## src/rtl/alu_pkg.sv

```systemverilog
// Shared types for the iterative ALU: operation codes, FSM states and a shift-op helper.
package alu_pkg;

    localparam int ALU_DATA_WIDTH = 32;

    typedef enum logic [3:0] {
        OP_AND  = 4'b0000,
        OP_SUB  = 4'b0001,
        OP_ADD  = 4'b0010,
        OP_OR   = 4'b0011,
        OP_XOR  = 4'b0100,
        OP_SLL  = 4'b0101,
        OP_SRL  = 4'b0110,
        OP_SRA  = 4'b0111,
        OP_EQ   = 4'b1000,
        OP_SLT  = 4'b1001,
        OP_SLTU = 4'b1010,
        OP_NE   = 4'b1011,
        OP_LT   = 4'b1100,
        OP_GE   = 4'b1101
    } alu_op_e;

    typedef enum logic [1:0] {
        ST_IDLE,
        ST_EXEC,
        ST_SHIFT,
        ST_DONE
    } alu_state_e;

    function automatic logic is_shift_op(input alu_op_e op);
        return (op == OP_SLL) || (op == OP_SRL) || (op == OP_SRA);
    endfunction

endpackage

```

## src/rtl/alu_shift_step.sv

```systemverilog
// Combinational one-bit shifter: left, logical right, or arithmetic right.
module alu_shift_step
    import alu_pkg::*;
#(
    parameter int DATA_WIDTH = ALU_DATA_WIDTH
) (
    input  logic [DATA_WIDTH-1:0] data,
    input  logic                  shift_left,
    input  logic                  arith,
    output logic [DATA_WIDTH-1:0] shifted
);

    always_comb begin
        if (shift_left) begin
            shifted = {data[DATA_WIDTH-2:0], 1'b0};
        end else begin
            shifted = {arith & data[DATA_WIDTH-1], data[DATA_WIDTH-1:1]};
        end
    end

endmodule

```

## src/rtl/iterative_alu.sv

```systemverilog
// Valid/ready ALU: one-cycle logic/arith/compare, shifts iterate one bit per cycle.
// Define ITERATIVE_ALU_BARREL_SHIFT_EN to compute shifts in a single cycle instead.
module iterative_alu
    import alu_pkg::*;
#(
    parameter int DATA_WIDTH  = ALU_DATA_WIDTH,
    parameter int SHAMT_WIDTH = $clog2(DATA_WIDTH)
) (
    input  logic                  clk,
    input  logic                  reset,
    input  logic                  in_valid,
    output logic                  in_ready,
    input  logic [3:0]            operation,
    input  logic [DATA_WIDTH-1:0] operand_a,
    input  logic [DATA_WIDTH-1:0] operand_b,
    output logic                  out_valid,
    input  logic                  out_ready,
    output logic [DATA_WIDTH-1:0] result,
    output logic                  illegal_op
);

    alu_state_e state;
    alu_state_e state_next;

    alu_op_e               op_q;
    logic [DATA_WIDTH-1:0] a_q;
    logic [DATA_WIDTH-1:0] b_q;
    logic signed [DATA_WIDTH-1:0] a_s;
    logic signed [DATA_WIDTH-1:0] b_s;
    logic [SHAMT_WIDTH-1:0] shamt;
    logic                   shift_op;

    logic [DATA_WIDTH-1:0] shift_value;
    logic [DATA_WIDTH-1:0] exec_value;
    logic                  exec_illegal;

    assign a_s      = a_q;
    assign b_s      = b_q;
    assign shamt    = b_q[SHAMT_WIDTH-1:0];
    assign shift_op = is_shift_op(op_q);

    function automatic logic [DATA_WIDTH-1:0] flag(input logic cond);
        logic [DATA_WIDTH-1:0] v;
        v    = '0;
        v[0] = cond;
        return v;
    endfunction

`ifdef ITERATIVE_ALU_BARREL_SHIFT_EN
    // Cascade of single-bit steps; stage i is bypassed once i reaches the shift amount.
    logic [DATA_WIDTH-1:0] chain [DATA_WIDTH];

    assign chain[0] = a_q;

    for (genvar i = 0; i < DATA_WIDTH - 1; i++) begin : g_barrel
        logic [DATA_WIDTH-1:0] stepped;

        alu_shift_step #(.DATA_WIDTH(DATA_WIDTH)) u_step (
            .data       (chain[i]),
            .shift_left (op_q == OP_SLL),
            .arith      (op_q == OP_SRA),
            .shifted    (stepped)
        );

        assign chain[i+1] = (i < int'(shamt)) ? stepped : chain[i];
    end

    assign shift_value = chain[DATA_WIDTH-1];
`else
    logic [DATA_WIDTH-1:0]  work;
    logic [DATA_WIDTH-1:0]  work_step;
    logic [SHAMT_WIDTH-1:0] count;

    alu_shift_step #(.DATA_WIDTH(DATA_WIDTH)) u_step (
        .data       (work),
        .shift_left (op_q == OP_SLL),
        .arith      (op_q == OP_SRA),
        .shifted    (work_step)
    );

    // Only a zero-amount shift completes from EXEC; it returns operand_a unchanged.
    assign shift_value = a_q;
`endif

    always_comb begin
        exec_value   = '0;
        exec_illegal = 1'b0;
        case (op_q)
            OP_AND:  exec_value = a_q & b_q;
            OP_SUB:  exec_value = a_q - b_q;
            OP_ADD:  exec_value = a_q + b_q;
            OP_OR:   exec_value = a_q | b_q;
            OP_XOR:  exec_value = a_q ^ b_q;
            OP_SLL, OP_SRL, OP_SRA: exec_value = shift_value;
            OP_EQ:   exec_value = flag(a_q == b_q);
            OP_SLT:  exec_value = flag(a_s < b_s);
            OP_SLTU: exec_value = flag(a_q < b_q);
            OP_NE:   exec_value = flag(a_q != b_q);
            OP_LT:   exec_value = flag(a_s < b_s);
            OP_GE:   exec_value = flag(a_s >= b_s);
            default: exec_illegal = 1'b1;
        endcase
    end

    always_ff @(posedge clk or posedge reset) begin
        if (reset) begin
            state <= ST_IDLE;
        end else begin
            state <= state_next;
        end
    end

    always_comb begin
        state_next = state;
        in_ready   = 1'b0;
        out_valid  = 1'b0;
        case (state)
            ST_IDLE: begin
                in_ready = 1'b1;
                if (in_valid) begin
                    state_next = ST_EXEC;
                end
            end
            ST_EXEC: begin
`ifdef ITERATIVE_ALU_BARREL_SHIFT_EN
                state_next = ST_DONE;
`else
                state_next = (shift_op && (shamt != '0)) ? ST_SHIFT : ST_DONE;
`endif
            end
            ST_SHIFT: begin
`ifdef ITERATIVE_ALU_BARREL_SHIFT_EN
                state_next = ST_IDLE;
`else
                if (count == SHAMT_WIDTH'(1)) begin
                    state_next = ST_DONE;
                end
`endif
            end
            ST_DONE: begin
                out_valid = 1'b1;
                if (out_ready) begin
                    state_next = ST_IDLE;
                end
            end
            default: state_next = ST_IDLE;
        endcase
    end

    // Request capture: inputs are frozen here so later input changes cannot leak in.
    always_ff @(posedge clk) begin
        if (state == ST_IDLE && in_valid) begin
            op_q <= alu_op_e'(operation);
            a_q  <= operand_a;
            b_q  <= operand_b;
        end
    end

    always_ff @(posedge clk or posedge reset) begin
        if (reset) begin
            result     <= '0;
            illegal_op <= 1'b0;
`ifndef ITERATIVE_ALU_BARREL_SHIFT_EN
            count      <= '0;
`endif
        end else begin
            if (state == ST_EXEC && state_next == ST_DONE) begin
                result     <= exec_value;
                illegal_op <= exec_illegal;
            end
`ifndef ITERATIVE_ALU_BARREL_SHIFT_EN
            if (state == ST_EXEC) begin
                count <= shamt;
            end else if (state == ST_SHIFT) begin
                count <= count - 1'b1;
            end
            // Result is only written on the final step, so no partial shift is ever visible.
            if (state == ST_SHIFT && count == SHAMT_WIDTH'(1)) begin
                result     <= work_step;
                illegal_op <= 1'b0;
            end
`endif
        end
    end

`ifndef ITERATIVE_ALU_BARREL_SHIFT_EN
    always_ff @(posedge clk) begin
        if (state == ST_EXEC) begin
            work <= a_q;
        end else if (state == ST_SHIFT) begin
            work <= work_step;
        end
    end
`endif

endmodule

```

## config.mk

```make
export PLATFORM = sky130hd
export DESIGN_NAME = iterative_alu
export DESIGN_NICKNAME = d
export VERILOG_FILES = /design/src/rtl/alu_pkg.sv /design/src/rtl/alu_shift_step.sv /design/src/rtl/iterative_alu.sv
export SDC_FILE = /design/constraint.sdc
export NUM_CORES = 1
export LEC_CHECK = 0
export ABC_AREA = 1
export ABC_CLOCK_PERIOD_IN_PS = 7800
export CAP_MARGIN = 30
export CELL_PAD_IN_SITES_DETAIL_PLACEMENT = 1
export CELL_PAD_IN_SITES_GLOBAL_PLACEMENT = 2
export CORE_AREA = 2 2 186 188
export DETAILED_ROUTE_END_ITERATION = 8
export DIE_AREA = 0 0 188 190
export GPL_ROUTABILITY_DRIVEN = 0
export PLACE_DENSITY = 0.95
export SLEW_MARGIN = 25
export SYNTH_ARGS = -nofsm -noshare
export SYNTH_HDL_FRONTEND = slang
export SYNTH_SLANG_ARGS = --single-unit
export TNS_END_PERCENT = 20
```

## constraint.sdc

```tcl
create_clock -name clk -period 7.8 [get_ports clk]
set_input_delay 2.34 -clock clk [delete_from_list [all_inputs] [get_ports clk]]
set_output_delay 2.34 -clock clk [all_outputs]
set_load 0.05 [all_outputs]
```

After elaboration in Yosys (flattened, before gate mapping)
Cells that the tools add are included.
W data, S select, Z words.
{"block": "totals", "elab_cells": 70, "ff_bits": 140, "inputBits": 72}
{"block": "op_classes", "muxes": 18, "order_cmp": 3, "eq_ne": 20, "bitwise_logic": 4, "addsub": 3, "n_reduce_logical": 14}
{"cell": "$pmux W32 S11", "n": 1}
{"cell": "$mux W32", "n": 5}
{"cell": "$lt A32 B32 Y1", "n": 2}
{"cell": "$add A32 B32 Y32", "n": 1}
{"cell": "$and A32 B32 Y32", "n": 1}
{"cell": "$eq A32 B32 Y1", "n": 1}
{"cell": "$ge A32 B32 Y1", "n": 1}
{"cell": "$ne A32 B32 Y1", "n": 1}
{"cell": "$or A32 B32 Y32", "n": 1}
{"cell": "$sub A32 B32 Y32", "n": 1}
{"cell": "$xor A32 B32 Y32", "n": 1}
{"cell": "$eq A4 B4 Y1 const B", "n": 6}
{"cell": "$eq A4 B3 Y1 const B", "n": 4}
{"cell": "$reduce_or A14 Y1", "n": 1}
{"cell": "$mux W5", "n": 2}
{"cell": "$eq A4 B2 Y1 const B", "n": 2}
{"cell": "$pmux W2 S4", "n": 1}
{"cell": "$eq A2 B2 Y1 const B", "n": 3}
{"cell": "$mux W1", "n": 6}
{"cell": "$mux W2", "n": 3}
{"cell": "$eq A5 B1 Y1 const B", "n": 1}
{"cell": "$reduce_bool A5 Y1", "n": 1}
{"cell": "$sub A5 B1 Y5 const B", "n": 1}
{"cell": "$eq A4 B1 Y1 const B", "n": 1}
{"cell": "other kinds (9)", "n": 14}

Longest topological paths before layout
{"block": "depth", "depth_word": 10, "mapped_depth": 18, "ltp_nobuf": 18}

By module
From an unflattened synthesis, not the netlist that was laid out.
{"block": "hier_totals", "hier_cells": 1676, "hier_area_um2": 11726.2}
{"module": "iterative_alu", "cells_each": 1573, "seq_area_each_um2": 4003.8, "instances": 1, "area_each_um2": 11239.5}
{"module": "alu_shift_step", "cells_each": 103, "seq_area_each_um2": 0.0, "instances": 1, "area_each_um2": 486.7}

Worst setup path before layout
No wires, ideal clock.
{"block": "synth_path", "path_kind": "input to register", "start": "input in_valid", "end": "register a_q[0], enable pin", "t_required_ns": 7.378, "cell_stages": 2, "setup_slack_ns": 3.643, "arrival_ns": 3.735, "path_cell_list": "nand2_1 -> inv_1"}
{"block": "synth_between", "elab_chain_len": 1}
{"item": "start, declared", "line": "iterative_alu.sv:11", "text": "input logic in_valid,"}
{"item": "$logic_and A1 B1 Y1", "line": "iterative_alu.sv:152", "text": "if (state == ST_IDLE && in_valid) begin"}
{"item": "end signal, assigned", "line": "iterative_alu.sv:154", "text": "a_q <= operand_a;"}
{"item": "end, declared", "line": "iterative_alu.sv:26", "text": "logic [DATA_WIDTH-1:0] a_q;"}
No other way between the ends.
A chain may end at the register's enable or synchronous reset.

Worst setup path after layout
{"block": "layout_path", "start": "register state[0]", "end": "output in_ready"}
{"block": "layout_between", "elab_chain_len": 2}
{"item": "start, declared", "line": "iterative_alu.sv:22", "text": "alu_state_e state;"}
{"item": "start signal, assigned", "line": "iterative_alu.sv:109", "text": "state <= state_next;"}
{"item": "$logic_not A2 Y1", "line": "iterative_alu.sv:117", "text": "case (state)"}
{"item": "$mux W1", "line": "iterative_alu.sv:117"}
{"item": "end, declared", "line": "iterative_alu.sv:12", "text": "output logic in_ready,"}
No other way between the ends.

==> results.toml <==
[worst_hold_path]
min-delay-path-class = "reg2reg"
min_from = "result[3]"

[clock_network]
cts_buffers = 17
holdBufCountCts = 0
clk-insertion-delay-late_ns = 0.46
clk_pin_slew_ns = 0.07
post_cts_resized = 0
cts_setup_buffers = 0
cts_tree = "yes"
cts_buffer_depth = 2
ctsHtreeMaxLevel = 4
cts_root_buf = "clkbuf_16"
cts_num_sinks = 140

[routing]
detail_route.wl_per_cell_um = 20.28
m1WireLength_um = 20490
vias = 11910
drc = 0
drt-total-wl_um = 45200
routed.top_layer = "met4"
firstDrtPassIters = 7
routed-wl-met2_um = 20760
drt_iter0_drc = 925
met3_length_um = 2999
antenna_left = 0
via_per_inst = 5.343

[critical_path]
startpoint = "state[0]"
cp_max_fo = 6
r2r-start = "state[1]"
crit_required_ns = 5.46
start_kind = "register"
critical_path_class = "reg2out"
arrival_ns = 2.13
worstSetupEndpointType = "output port"

[die]
io_pins = 107
initial_utilization_pct = 35.14
die-area_sq_um = 35720
rows = 68
dieHeight_um = 190
coreArea_sq_um = 33950
die_w_um = 188

[pwr]
power_density_nw_per_um2 = 328.4
p_clk_share_pct = 18.3
swShare_pct = 49.75
p_int_mw = 2.291
p_leak_nw = 6.596
report.power.total_mw = 4.558
combPwrFrac_pct = 52.4
p_sw_mw = 2.268
ir_drop_uv = 254.8
seq_power_share_pct = 29.4

[placement]
hpwlAfterDp_um = 35250
numPortBuffers = 106
pre_cts_ws_ns = 3.151

[global_routing]
grtUsageTotal_pct = 25.61
antenna_found_initial = 0
grt_pass1_wl_um = 70050
overflow = 0
grt_max_degree = 69
first_global_vias = 12390

[timing]
whs_ns = 0.4985
rsz0062_at_grt = "no"
fin_setup_tns_ns = 0
fin_skew_ns = 0.01017
slew_viol_final = 0
setup_ws_ns = 3.334
fin_crit_sh_pct = 57.26
hold_violations = 0
tightestPinTransition_ns = 0.9138
min_period_ns = 4.466
max_freq_mhz = 223.9
setup_viol = 0
slew_headroom_pct = 38.93

[synthesis]
yosysSeqAreaShare_pct = 33.56
synth-main-ff-cell = "edfxtp_1"
async_flop_share_pct = 28.57
synthDistinctLibCells = 47
ys_top_cells_by_count = "461 x nand2_1, 262 x inv_1, 160 x nand3_1"
synth_top_area_share_pct = 25.17
yosysTopAreaCell = "edfxtp_1"
synth.avg_cell_area_sq_um = 7.072
syn_area_sq_um = 11930
syn_nets = 1863
ys_ff_latch = 140
yosys-top-cells-area = "edfxtp_1 25%, nand2_1 15%, ha_1 11%"
yosys_warnings = 0
netlist_instances = 1687
synth.most_common_cell = "nand2_1"
synth_edf_count = 100

[layout]
nets = 1937
antenna_cells = 0
synthToLayoutAreaGrowth_pct = 16.36
drive_above_1_share_pct = 5.806
fillerInstances = 4295

[outcome]
status = "finished, final reports clean"

[flow_run]
max_cap_viol_count = 0
## registers in the layout, indices dropped and copies added, names as in the netlist
signal / flops
a_q: 32
b_q: 32
result: 32
work: 32
count: 5
op_q: 4
state: 2
illegal_op: 1
## power by group through the flow
stage / combinational (mW) / clock (mW) / sequential (mW)
5_1_grt: 2.63 / 0.869 / 1.36
3_3_place_gp: 2.26 / 0 / 1.34
3_5_place_dp: 2.34 / 0 / 1.35
6_report: 2.39 / 0.832 / 1.34
4_1_cts: 2.36 / 0.848 / 1.34
2_1_floorplan: 1.41 / 0 / 1.50
## final cells by class
| cell class | instances | area [sq um] | share of cell area [%] |
|---|---|---|---|
| repair buffers | 118 | 1176 | 8.472 |
| flip-flops and latches | 140 | 4004 | 28.84 |
| well taps | 455 | 569.3 | 4.101 |
| clock inverters | 15 | 153.9 | 1.109 |
| clock buffers | 17 | 425.4 | 3.064 |
| inverters | 271 | 1017 | 7.328 |
| multi-input cells | 1213 | 6536 | 47.08 |
## stage by stage
stage	cell area [sq um]	utilization, %	cells
finish	13880	40.89	2229
global route	13880	40.89	2229
CTS	13840	40.77	2227
detailed placement	13260	39.07	2195
global placement	13260	39.07	2195
floorplan	11930	-	1687
## kinds of logic (layout without fill, tap and decap cells)
family / after synthesis / count (layout) / synth area share [%]
AOI/OAI and AO/OA: 287 / 287 / 13.73
adders and majority gates: 104 / 104 / 11.03
buffers and inverters: 334 / 421 / 11.67
DFF: 140 / 140 / 33.56
muxes: 9 / 9 / 0.7551
and+or+nand+nor: 813 / 813 / 29.25
## placed cells by master (no fill, tap or decap), types with 4 or more instances in the layout
master and n:
dfrtp_1 40, a21oi_2 5, nand4_1 21, inv_8 4, buf_4 10, a221oi_1 21, inv_2 11, nor2_2 6
a31oi_1 4, o22ai_1 28, mux2i_1 9, nor2_1 107, clkbuf_16 17, ha_1 101, a21oi_1 95, o21bai_1 4
nor3_1 16, nand2_1 461, inv_1 260, o211ai_1 6, nand3_1 160, inv_6 4, edfxtp_1 100, or2_2 26
clkdlybuf4s50_1 106, o21ai_0 111
## worst max-delay path: stages, from the launching register on
cell             delay, ns
dfrtp_1               0.44
inv_1                 0.12
ha_1                  0.27
clkdlybuf4s50_1       0.84
## layer usage
layer	up-vias	GRT usage [%]
met1	5812	34.41
li1	5675	-
met5	-	0
met4	0	7.026
met3	61	5.276
met2	362	41.77
## worst paths after layout
| kind | end | slack [ns] | cells after the start |
|---|---|---|---|
| setup reg to reg | result[4] | 4.35 | 9 |
| setup / recovery | in_ready | 3.33 | 3 |
| min in group asynchronous | result[26] | 2.16 | 2 |
| max in group asynchronous | result[5] | 5.16 | 3 |
| hold / removal | result[3] | 0.50 | 2 |
| hold reg to reg | result[3] | 0.50 | 2 |
Power figures use the tool's default switching activity.
